$ cat config.mk
export PLATFORM = sky130hd
export DESIGN_NAME = if_prefetch_unit_flat
export DESIGN_NICKNAME = d
export VERILOG_FILES = /design/src/rtl/rv_pipe_pkg.sv /design/src/rtl/if_prefetch_unit_if.sv /design/src/rtl/fetch_fifo.sv /design/src/rtl/if_prefetch_unit.sv /design/src/flat_wrapper.sv
export SDC_FILE = /design/constraint.sdc
export NUM_CORES = 1
export LEC_CHECK = 0
export ABC_AREA = 1
export CORE_MARGIN = 2
export CORE_UTILIZATION = 62
export CTS_CLUSTER_SIZE = 12
export DETAILED_ROUTE_END_ITERATION = 7
export PLACE_DENSITY = 0.82
export SETUP_SLACK_MARGIN = 0.5
export SKIP_CTS_REPAIR_TIMING = 1
export SLEW_MARGIN = 40
export SYNTH_ARGS = -nofsm -noshare
export SYNTH_HDL_FRONTEND = slang
export SYNTH_SLANG_ARGS = --single-unit
$ cat constraint.sdc
create_clock -name clk -period 5.26 [get_ports clk]
set_input_delay 0.526 -clock clk [delete_from_list [all_inputs] [get_ports clk]]
set_output_delay 0.526 -clock clk [all_outputs]
set_load 0.02 [all_outputs]
$ cat src/rtl/rv_pipe_pkg.sv
// Shared pipeline types and constants for the fetch front end.
package rv_pipe_pkg;

   localparam int unsigned XLEN = 32;
   localparam logic [XLEN-1:0] RESET_PC = 32'h0000_0000;
   localparam logic [XLEN-1:0] INST_NOP = 32'h0000_0013;

   typedef struct packed {
      logic [XLEN-1:0] pc;
      logic [XLEN-1:0] inst;
   } fetch_entry_t;

endpackage

$ cat src/rtl/if_prefetch_unit_if.sv
// Instruction-memory, redirect and IF/ID handshake signals of the prefetch unit.
interface if_prefetch_unit_if #(
   parameter int unsigned XLEN = 32
);
   logic            imem_req_valid;
   logic            imem_req_ready;
   logic [XLEN-1:0] imem_req_addr;
   logic            imem_rsp_valid;
   logic [XLEN-1:0] imem_rsp_data;
   logic            redirect_valid;
   logic [XLEN-1:0] redirect_pc;
   logic            out_valid;
   logic [XLEN-1:0] out_pc;
   logic [XLEN-1:0] out_inst;
   logic            out_ready;

   modport master (
      output imem_req_valid, imem_req_addr, out_valid, out_pc, out_inst,
      input  imem_req_ready, imem_rsp_valid, imem_rsp_data, redirect_valid, redirect_pc,
             out_ready
   );

   modport slave (
      input  imem_req_valid, imem_req_addr, out_valid, out_pc, out_inst,
      output imem_req_ready, imem_rsp_valid, imem_rsp_data, redirect_valid, redirect_pc,
             out_ready
   );

endinterface

$ cat src/rtl/fetch_fifo.sv
// Shift-register queue of fetch entries; entry 0 is always the head, so the head is a flop.
module fetch_fifo
   import rv_pipe_pkg::*;
#(
   parameter int unsigned DEPTH = 4,
   localparam int unsigned CW = $clog2(DEPTH) + 1
) (
   input  logic         clk,
   input  logic         rst,
   input  logic         push,
   input  logic         pop,
   input  logic         flush,
   input  fetch_entry_t din,
   output logic         full,
   output logic         empty,
   output logic [CW-1:0] occ,
   output fetch_entry_t head
);
   localparam int unsigned AW = $clog2(DEPTH);

   fetch_entry_t  entries_q [DEPTH];
   fetch_entry_t  entries_d [DEPTH];
   logic [CW-1:0] occ_q, occ_d, wr_pos;
   logic          push_ok, pop_ok;

   assign full    = (occ_q == CW'(DEPTH));
   assign empty   = (occ_q == '0);
   assign occ     = occ_q;
   assign head    = entries_q[0];
   assign pop_ok  = pop && !empty;
   assign push_ok = push && (pop_ok || !full);

   always_comb begin
      entries_d = entries_q;
      // With a pop the tail slides down one place, so the new word lands one slot lower.
      wr_pos = pop_ok ? occ_q - CW'(1) : occ_q;
      if (pop_ok) begin
         for (int i = 0; i < int'(DEPTH) - 1; i++) begin
            entries_d[i] = entries_q[i+1];
         end
      end
      if (push_ok) begin
         entries_d[wr_pos[AW-1:0]] = din;
      end
      occ_d = occ_q + CW'(push_ok) - CW'(pop_ok);
      if (flush) begin
         occ_d = '0;
      end
   end

   always_ff @(posedge clk) begin
      if (!rst) begin
         occ_q <= '0;
         for (int i = 0; i < int'(DEPTH); i++) begin
            entries_q[i] <= '0;
         end
      end else begin
         occ_q     <= occ_d;
         entries_q <= entries_d;
      end
   end

endmodule

$ cat src/rtl/if_prefetch_unit.sv
// Fetch front end: owns the fetch PC, issues credited word reads and buffers responses for IF/ID.
module if_prefetch_unit #(
   parameter int unsigned     DEPTH    = 4,
   parameter int unsigned     XLEN     = rv_pipe_pkg::XLEN,
   parameter logic [XLEN-1:0] RESET_PC = rv_pipe_pkg::RESET_PC
) (
   input logic                 clk,
   input logic                 rst,
   if_prefetch_unit_if.master  bus
);
   import rv_pipe_pkg::*;

   localparam int unsigned CW = $clog2(DEPTH) + 1;
   localparam logic [CW:0] MAX_CREDITS = DEPTH[CW:0];

   logic [XLEN-1:0] fpc_q, rpc_q, redirect_tgt;
   logic [CW-1:0]   inflight_q, discard_q, occ;
   logic [CW:0]     credits_used;
   logic            run_q, full, empty, push, pop, req_fire;
   logic            unused_pc_lsbs;
   fetch_entry_t    rsp_entry, head;

   assign redirect_tgt   = {bus.redirect_pc[XLEN-1:2], 2'b00};
   assign unused_pc_lsbs = ^bus.redirect_pc[1:0];

   // Credits cover both outstanding requests and buffered words, so a push never meets a full queue.
   assign credits_used       = {1'b0, inflight_q} + {1'b0, occ};
   assign bus.imem_req_valid = run_q && !bus.redirect_valid && !full
                               && (credits_used < MAX_CREDITS);
   assign bus.imem_req_addr  = fpc_q;
   assign req_fire           = bus.imem_req_valid && bus.imem_req_ready;

   assign push      = bus.imem_rsp_valid && (discard_q == '0) && !bus.redirect_valid;
   assign rsp_entry = '{pc: rpc_q, inst: bus.imem_rsp_data};

   assign bus.out_valid = !empty && !bus.redirect_valid;
   assign bus.out_pc    = head.pc;
   assign bus.out_inst  = head.inst;
   assign pop           = bus.out_valid && bus.out_ready;

   fetch_fifo #(
      .DEPTH (DEPTH)
   ) u_fifo (
      .clk   (clk),
      .rst   (rst),
      .push  (push),
      .pop   (pop),
      .flush (bus.redirect_valid),
      .din   (rsp_entry),
      .full  (full),
      .empty (empty),
      .occ   (occ),
      .head  (head)
   );

   always_ff @(posedge clk) begin
      if (!rst) begin
         fpc_q      <= RESET_PC;
         rpc_q      <= RESET_PC;
         inflight_q <= '0;
         discard_q  <= '0;
         run_q      <= 1'b0;
      end else begin
         run_q      <= 1'b1;
         inflight_q <= inflight_q + CW'(req_fire) - CW'(bus.imem_rsp_valid);
         if (bus.redirect_valid) begin
            fpc_q     <= redirect_tgt;
            rpc_q     <= redirect_tgt;
            // Every response still owed after this edge belongs to the abandoned stream.
            discard_q <= inflight_q - CW'(bus.imem_rsp_valid);
         end else begin
            if (req_fire) begin
               fpc_q <= fpc_q + XLEN'(4);
            end
            if (push) begin
               rpc_q <= rpc_q + XLEN'(4);
            end
            if (bus.imem_rsp_valid && (discard_q != '0)) begin
               discard_q <= discard_q - CW'(1);
            end
         end
      end
   end

endmodule

$ cat src/flat_wrapper.sv
// flat-port wrapper written by rule: the top's interface ports become plain ports
module if_prefetch_unit_flat import rv_pipe_pkg::*;
#(
   parameter int unsigned     DEPTH    = 4,
   parameter int unsigned     XLEN     = rv_pipe_pkg::XLEN,
   parameter logic [XLEN-1:0] RESET_PC = rv_pipe_pkg::RESET_PC
)
  (clk, rst, bus_imem_req_valid, bus_imem_req_addr, bus_out_valid, bus_out_pc, bus_out_inst, bus_imem_req_ready, bus_imem_rsp_valid, bus_imem_rsp_data, bus_redirect_valid, bus_redirect_pc, bus_out_ready);
  if_prefetch_unit_if #(.XLEN(XLEN)) bus_i ();
  input logic clk;
  input logic rst;
  output wire logic [$bits(bus_i.imem_req_valid)-1:0] bus_imem_req_valid;
  output wire logic [$bits(bus_i.imem_req_addr)-1:0] bus_imem_req_addr;
  output wire logic [$bits(bus_i.out_valid)-1:0] bus_out_valid;
  output wire logic [$bits(bus_i.out_pc)-1:0] bus_out_pc;
  output wire logic [$bits(bus_i.out_inst)-1:0] bus_out_inst;
  input wire logic [$bits(bus_i.imem_req_ready)-1:0] bus_imem_req_ready;
  input wire logic [$bits(bus_i.imem_rsp_valid)-1:0] bus_imem_rsp_valid;
  input wire logic [$bits(bus_i.imem_rsp_data)-1:0] bus_imem_rsp_data;
  input wire logic [$bits(bus_i.redirect_valid)-1:0] bus_redirect_valid;
  input wire logic [$bits(bus_i.redirect_pc)-1:0] bus_redirect_pc;
  input wire logic [$bits(bus_i.out_ready)-1:0] bus_out_ready;
  assign bus_imem_req_valid = bus_i.imem_req_valid;
  assign bus_imem_req_addr = bus_i.imem_req_addr;
  assign bus_out_valid = bus_i.out_valid;
  assign bus_out_pc = bus_i.out_pc;
  assign bus_out_inst = bus_i.out_inst;
  assign bus_i.imem_req_ready = bus_imem_req_ready;
  assign bus_i.imem_rsp_valid = bus_imem_rsp_valid;
  assign bus_i.imem_rsp_data = bus_imem_rsp_data;
  assign bus_i.redirect_valid = bus_redirect_valid;
  assign bus_i.redirect_pc = bus_redirect_pc;
  assign bus_i.out_ready = bus_out_ready;
  if_prefetch_unit #(.DEPTH(DEPTH), .XLEN(XLEN), .RESET_PC(RESET_PC)) u_core (.clk(clk), .rst(rst), .bus(bus_i));
endmodule
; After elaboration in Yosys (flattened, before gate mapping)
; Cells that the tools add are included.
[op_classes]
n_mul = 0
addsub = 10
n_mux = 13
reduce_logical = 23
bitwise_logic = 2
magnitude_cmp = 3
shifts = 0
div = 0
eq_ne = 1
[op_table]
columns = op, count
row1 = bitwise mux 256 bit, 1
row2 = two-way mux 256 bit, 1
row3 = two-way mux 192 bit, 1
row4 = demux 64 bit (select 2 bit), 1
row5 = two-way mux 32 bit, 4
row6 = adder 32 x 3 -> 32 bit (second input constant), 2
row7 = two-way mux 64 bit, 1
row8 = logical AND 1 bit, 12
row9 = subtractor 3 x 1 -> 3 bit, 3
row10 = adder 3 x 1 -> 3 bit, 2
row11 = logical NOT 3 bit, 2
row12 = two-way mux 3 bit, 2
row13 = nonzero test 2 bit, 3
row14 = adder 3 x 3 -> 4 bit, 1
row15 = less-than comparator 4 x 3 -> 1 bit (second input constant), 1
row16 = equality test 3 bit (second input constant), 1
row17 = greater-or-equal comparator 3 bit (second input constant), 1
row18 = logical NOT 1 bit, 3
row19 = less-than comparator 3 x 1 -> 1 bit (second input constant), 1
row20 = NOT 2 -> 3 bit, 1
row21 = nonzero test 3 bit, 1
row22 = subtractor 3 x 1 -> 3 bit (second input constant), 1
row23 = two-way mux 2 bit, 1
row24 = OR reduction 2 bit, 1
row25 = other kinds (4), 4
[totals]
register_bits = 330
word_cells = 68
inputBits = 70
mem_bits_rw = 0
output_inout_bits = 98
rom_bits = 0
mem_count = 0
latch_bits = 0

; Logic depth before layout (Yosys ltp)
[logic_depth]
word_depth = 13
ltp_mapped = 13
ltp_nobuf = 13

; Hierarchy
; A second synthesis with hierarchy kept.
[unflattened]
cells_unflattened = 3124
area_unflattened_um2 = 18609.1
[by_module_without_submodules]
columns = module, seq_area_each_um2, instances, cells_per_inst, area_per_inst_um2
row1 = fetch_fifo, 5185.0, 1, 2384, 14036.0
row2 = if_prefetch_unit, 1341.3, 1, 740, 4573.1

; Least setup slack after synthesis
; OpenSTA, ideal clock, no wires.
[synth_path]
kind = input-to-reg
start = input bus_redirect_valid
end = register u_core.u_fifo.occ_q[2], in the netlist u_core.u_fifo.occ[2]
stages = 12
path_buffers = 3
required_time_ns = 5.190
path_slack_ns = 2.688
arrival_ns = 2.502
setup_ns = 0.070
cell_sequence = buf_4 > inv_2 > nand3_4 > buf_1 > buf_1 > nand2_1 > o21ai_0 > ha_1 > inv_1 > fa_1 > or2_2 > a21oi_1
[synth_between]
elab_chain_len = 8
elab_cells_between_ends = 10
classes_between = add/sub: 2 / reduce/logical: 8
[synth_rtl]
columns = item, line
row1 = from (decl), flat_wrapper.sv:20  ; input wire logic [$bits(bus_i.redirect_valid)-1:0] bus_redirect_valid;
row2 = logical NOT 1 bit, "if_prefetch_unit.sv:33, if_prefetch_unit.sv:36"
row3 = logical AND 1 bit, if_prefetch_unit.sv:36  ; assign bus.out_valid = !empty && !bus.redirect_valid;
row4 = logical AND 1 bit, if_prefetch_unit.sv:39  ; assign pop = bus.out_valid && bus.out_ready;
row5 = logical AND 1 bit, fetch_fifo.sv:30  ; assign pop_ok = pop && !empty;
row6 = logical OR 1 bit, fetch_fifo.sv:31  ; assign push_ok = push && (pop_ok || !full);
row7 = logical AND 1 bit, fetch_fifo.sv:31
row8 = adder 3 x 1 -> 3 bit, fetch_fifo.sv:45  ; occ_d = occ_q + CW'(push_ok) - CW'(pop_ok);
row9 = subtractor 3 x 1 -> 3 bit, fetch_fifo.sv:45
row10 = to (signal assigned), fetch_fifo.sv:53  ; occ_q <= '0;
row11 = to (signal assigned), fetch_fifo.sv:58  ; occ_q <= occ_d;
row12 = to (decl), fetch_fifo.sv:23  ; logic [CW-1:0] occ_q, occ_d, wr_pos;
; Parallel ways exist; a longest one is shown, timed or not.
; A chain may end at the register's enable or synchronous reset.

; Worst setup path in the final report
[layout_path]
start = register u_core.u_fifo.occ_q[1], in the netlist u_core.u_fifo.occ[1]
end = register u_core.inflight_q[2]
[layout_between]
elab_chain_len = 7
elab_cells_between_ends = 9
classes_between = add/sub: 3 / order compare: 1 / eq/ne: 1 / reduce/logical: 4
[layout_rtl]
columns = item, line
row1 = "parallel branches: the longest is 3 deep, another holds adder 3 x 3 -> 4 bit", --
row2 = logical AND 1 bit *, if_prefetch_unit.sv:29  ; && (credits_used < MAX_CREDITS);
row3 = logical AND 1 bit *, if_prefetch_unit.sv:31  ; assign req_fire = bus.imem_req_valid && bus.imem_req_ready;
row4 = adder 3 x 1 -> 3 bit *, if_prefetch_unit.sv:65  ; inflight_q <= inflight_q + CW'(req_fire) - CW'(bus.imem_rsp_valid);
row5 = subtractor 3 x 1 -> 3 bit *, if_prefetch_unit.sv:65
row6 = to (signal assigned), if_prefetch_unit.sv:65
row7 = to (decl), if_prefetch_unit.sv:17  ; logic [CW-1:0] inflight_q, discard_q, occ;
; Every way passes the cells marked *.

==> results.cfg <==
[floorplan]
pin_count = 168
core_area_mm2 = 0.0260
dieArea_mm2 = 0.0277
fp.dieW_um = 167
initial_core_util_pct = 63.1
die_y_um = 167
floorplan.rows = 59

[cells_and_area]
area_growth_pct = 13.1
nFillCells = 2188
final_area_mm2 = 0.0185
seq_area_mm2 = 0.00653
final_nets = 2557
multi_input_area_mm2 = 0.00800
antennaDiodeCount = 0
drive_gt1_share_pct = 4.01

[detailed_routing]
remaining_drc_errors = 0
via_per_inst = 5.80
postRouteAntennaNets = 0
vias = 16400
drtIter0Drc = 2032
wl_per_cell_um = 16.7
routed_wl_um = 47300
first_pass_iters = 5

[power_and_ir_drop]
ir_drop_mv = 0.279
switchingPower_w = 0.00162
clockPowerShare_pct = 40.7
p_comb_share_pct = 13.9
seq_power_share_pct = 45.5
swShare_pct = 27.6
leakagePower_nw = 8.04
power_density_mw_per_mm2 = 317
p_int_w = 0.00426

[cts]
cts.clk_slew.worst_paths_ns = 0.06
cts.sinks = 326
clock_latency_ns = 0.52
cts_root_buffer = clkbuf_16
cts_buffers = 36
htree_levels = 2
clockBufferDepth = 3
tritoncts = yes

[job]
cap_violations = 0

[setup_path]
crit_chain = inv_1 > ha_1 > nand2_1 > nand3_1 > inv_1 > nand3_1 > clkinv_1 > ha_1 > fa_1 > or2_2 > a21oi_1
crit_fanout = 26
worstSetupEndpointType = flop
critical-path-max-stage-delay_ns = 0.76
arrival_ns = 3.84
critical_path.slowest_cell = clkinv_1
start_kind = flop
required_ns = 5.70
worstSetupPathType = flop to flop

[placement]
dpl.hpwl_um = 28600
io_buffers = 163
placed_area_mm2 = 0.0174
place_congestion = 0.939

[global_routing]
grt_pass1_wl_um = 76500
grt_max_degree = 167
grt_pass1_vias = 15100
grt-ovfl-total = 0
antenna_found_initial = 0
track_usage_pct = 32.9

[timing]
hold_viol_final = 0
setup_viol = 0
min_period_over_period_pct = 64.6
finalCriticalPeriod_ns = 3.40
finalSetupTns_ns = 0
slew_headroom_pct = 42.0
tightest_slew_ns = 0.864
finalClockSkew_ns = 0.0144
drv_slew = 0
fmax_mhz = 294
rsz0062_at_grt = no

[logic_synthesis]
ys.flop_type = dfxtp_1
syn-cell-area_mm2 = 0.0164
synth.distinct_cells = 41
synth_edf_count = 0
synth_warnings = 0
syn_avg_cell_area_um2 = 6.60
synthArstFlopShare_pct = 0
syn_inst = 2483
yosysSeqAreaShare_pct = 39.8
ys_seq_elements = 326

[hold_path]
hp-class = input pin to flop

[outcome]
outcome = finished clean
placed cells by master (no fill, tap or decap), types with 2 or more instances in the layout:
master	n
fa_1	2
buf_4	11
buf_6	7
xor2_1	14
nand4_1	12
clkinv_1	2
a21oi_4	2
buf_12	3
clkdlybuf4s50_1	161
ha_1	12
nand3_1	433
dfxtp_1	326
or2_2	7
and2_1	2
clkinv_2	6
nand2_1	584
clkbuf_1	9
xnor2_1	3
a31oi_1	22
inv_1	163
nand3_4	2
a21oi_1	171
o21ai_0	107
o2111ai_1	4
nor3_1	25
nand3_2	4
clkbuf_8	4
inv_2	8
nor2_1	334
clkbuf_16	38
mux2_2	2
conb_1	2
cell families after synthesis:
| kind of cell | synth area share [%] |
|---|---|
| simple gates | 36.4 |
| buf+inv | 11.5 |
| flops | 39.8 |
| compound gates | 10.0 |
| xor+xnor | 1.01 |
| fa+ha+maj | 1.16 |
| mux | 0.137 |
| other cells | 0.0229 |
stage by stage:
step                instances  total power (W)  utilization, %  setup slack [ns]  hold slack [ns]
floorplan                2484          0.00326               -              2.69            0.425
global placement         2770          0.00350            67.0              1.62            0.434
detailed placement       2770          0.00352            67.0              1.60            0.434
CTS                      2830          0.00587            71.2              1.95            0.429
global route             2830          0.00608            71.3              1.75            0.428
finish                   2830          0.00588            71.3              1.86            0.407
routing by layer:
metal	track usage, %	share of wire (%)
met2	56.0	48
met5	0	0
met3	4.06	7.7
met4	12.2	3.0
met1	42.9	41
layout make-up:
| type | instances | share of cell area, % |
|---|---|---|
| clock buffer | 51 | 5.61 |
| clock inverter | 9 | 0.338 |
| inverter | 173 | 3.51 |
| multi-input combinational | 1754 | 43.2 |
| sequential | 326 | 35.2 |
| tap | 335 | 2.26 |
| timing repair buffer | 182 | 9.89 |
synthesized netlist by cell type, types with 12 or more instances:
| cell type | instances | area (µm²) |
|---|---|---|
| nor3_1 | 25 | 125 |
| buf_4 | 77 | 578 |
| a21oi_1 | 171 | 856 |
| nand4_1 | 12 | 75.1 |
| nand2_1 | 584 | 2190 |
| clkbuf_1 | 107 | 402 |
| xor2_1 | 14 | 123 |
| dfxtp_1 | 326 | 6530 |
| nor2_1 | 334 | 1250 |
| buf_2 | 30 | 150 |
| o21ai_0 | 107 | 536 |
| a31oi_1 | 22 | 138 |
| nand3_1 | 433 | 2170 |
| inv_1 | 163 | 612 |
| ha_1 | 12 | 150 |
power by group through the flow:
stage	logic [W]	clock network, W	registers [W]
final	0.000816	0.00239	0.00267
after floorplan	0.000559	0	0.00270
after CTS	0.000809	0.00240	0.00267
after global placement	0.000786	0	0.00272
after global routing	0.000887	0.00251	0.00268
after detailed placement	0.000801	0	0.00272
critical path: cells and delay by family (launching register included):
kind | cells | cell delay [ns]
AO/OA/AOI/OAI | 1 | 0.12
adder cells (fa/ha/maj) | 3 | 1.17
buffers and inverters | 3 | 0.89
flip-flops | 1 | 0.37
AND/OR/NAND/NOR | 4 | 0.75
path summary, 6_finish.rpt:
kind	slack [ns]	startpoint	cells after the start	end
setup / recovery	1.86	u_core.u_fifo.occ[1]	11	u_core.inflight_q[2]
hold reg to reg	0.44	u_core.u_fifo.entries_q[32]	2	u_core.u_fifo.entries_q[32]
hold / removal	0.41	rst	1	u_core.run_q
setup reg to reg	1.86	u_core.u_fifo.occ[1]	11	u_core.inflight_q[2]
Power figures use the tool's default switching activity.
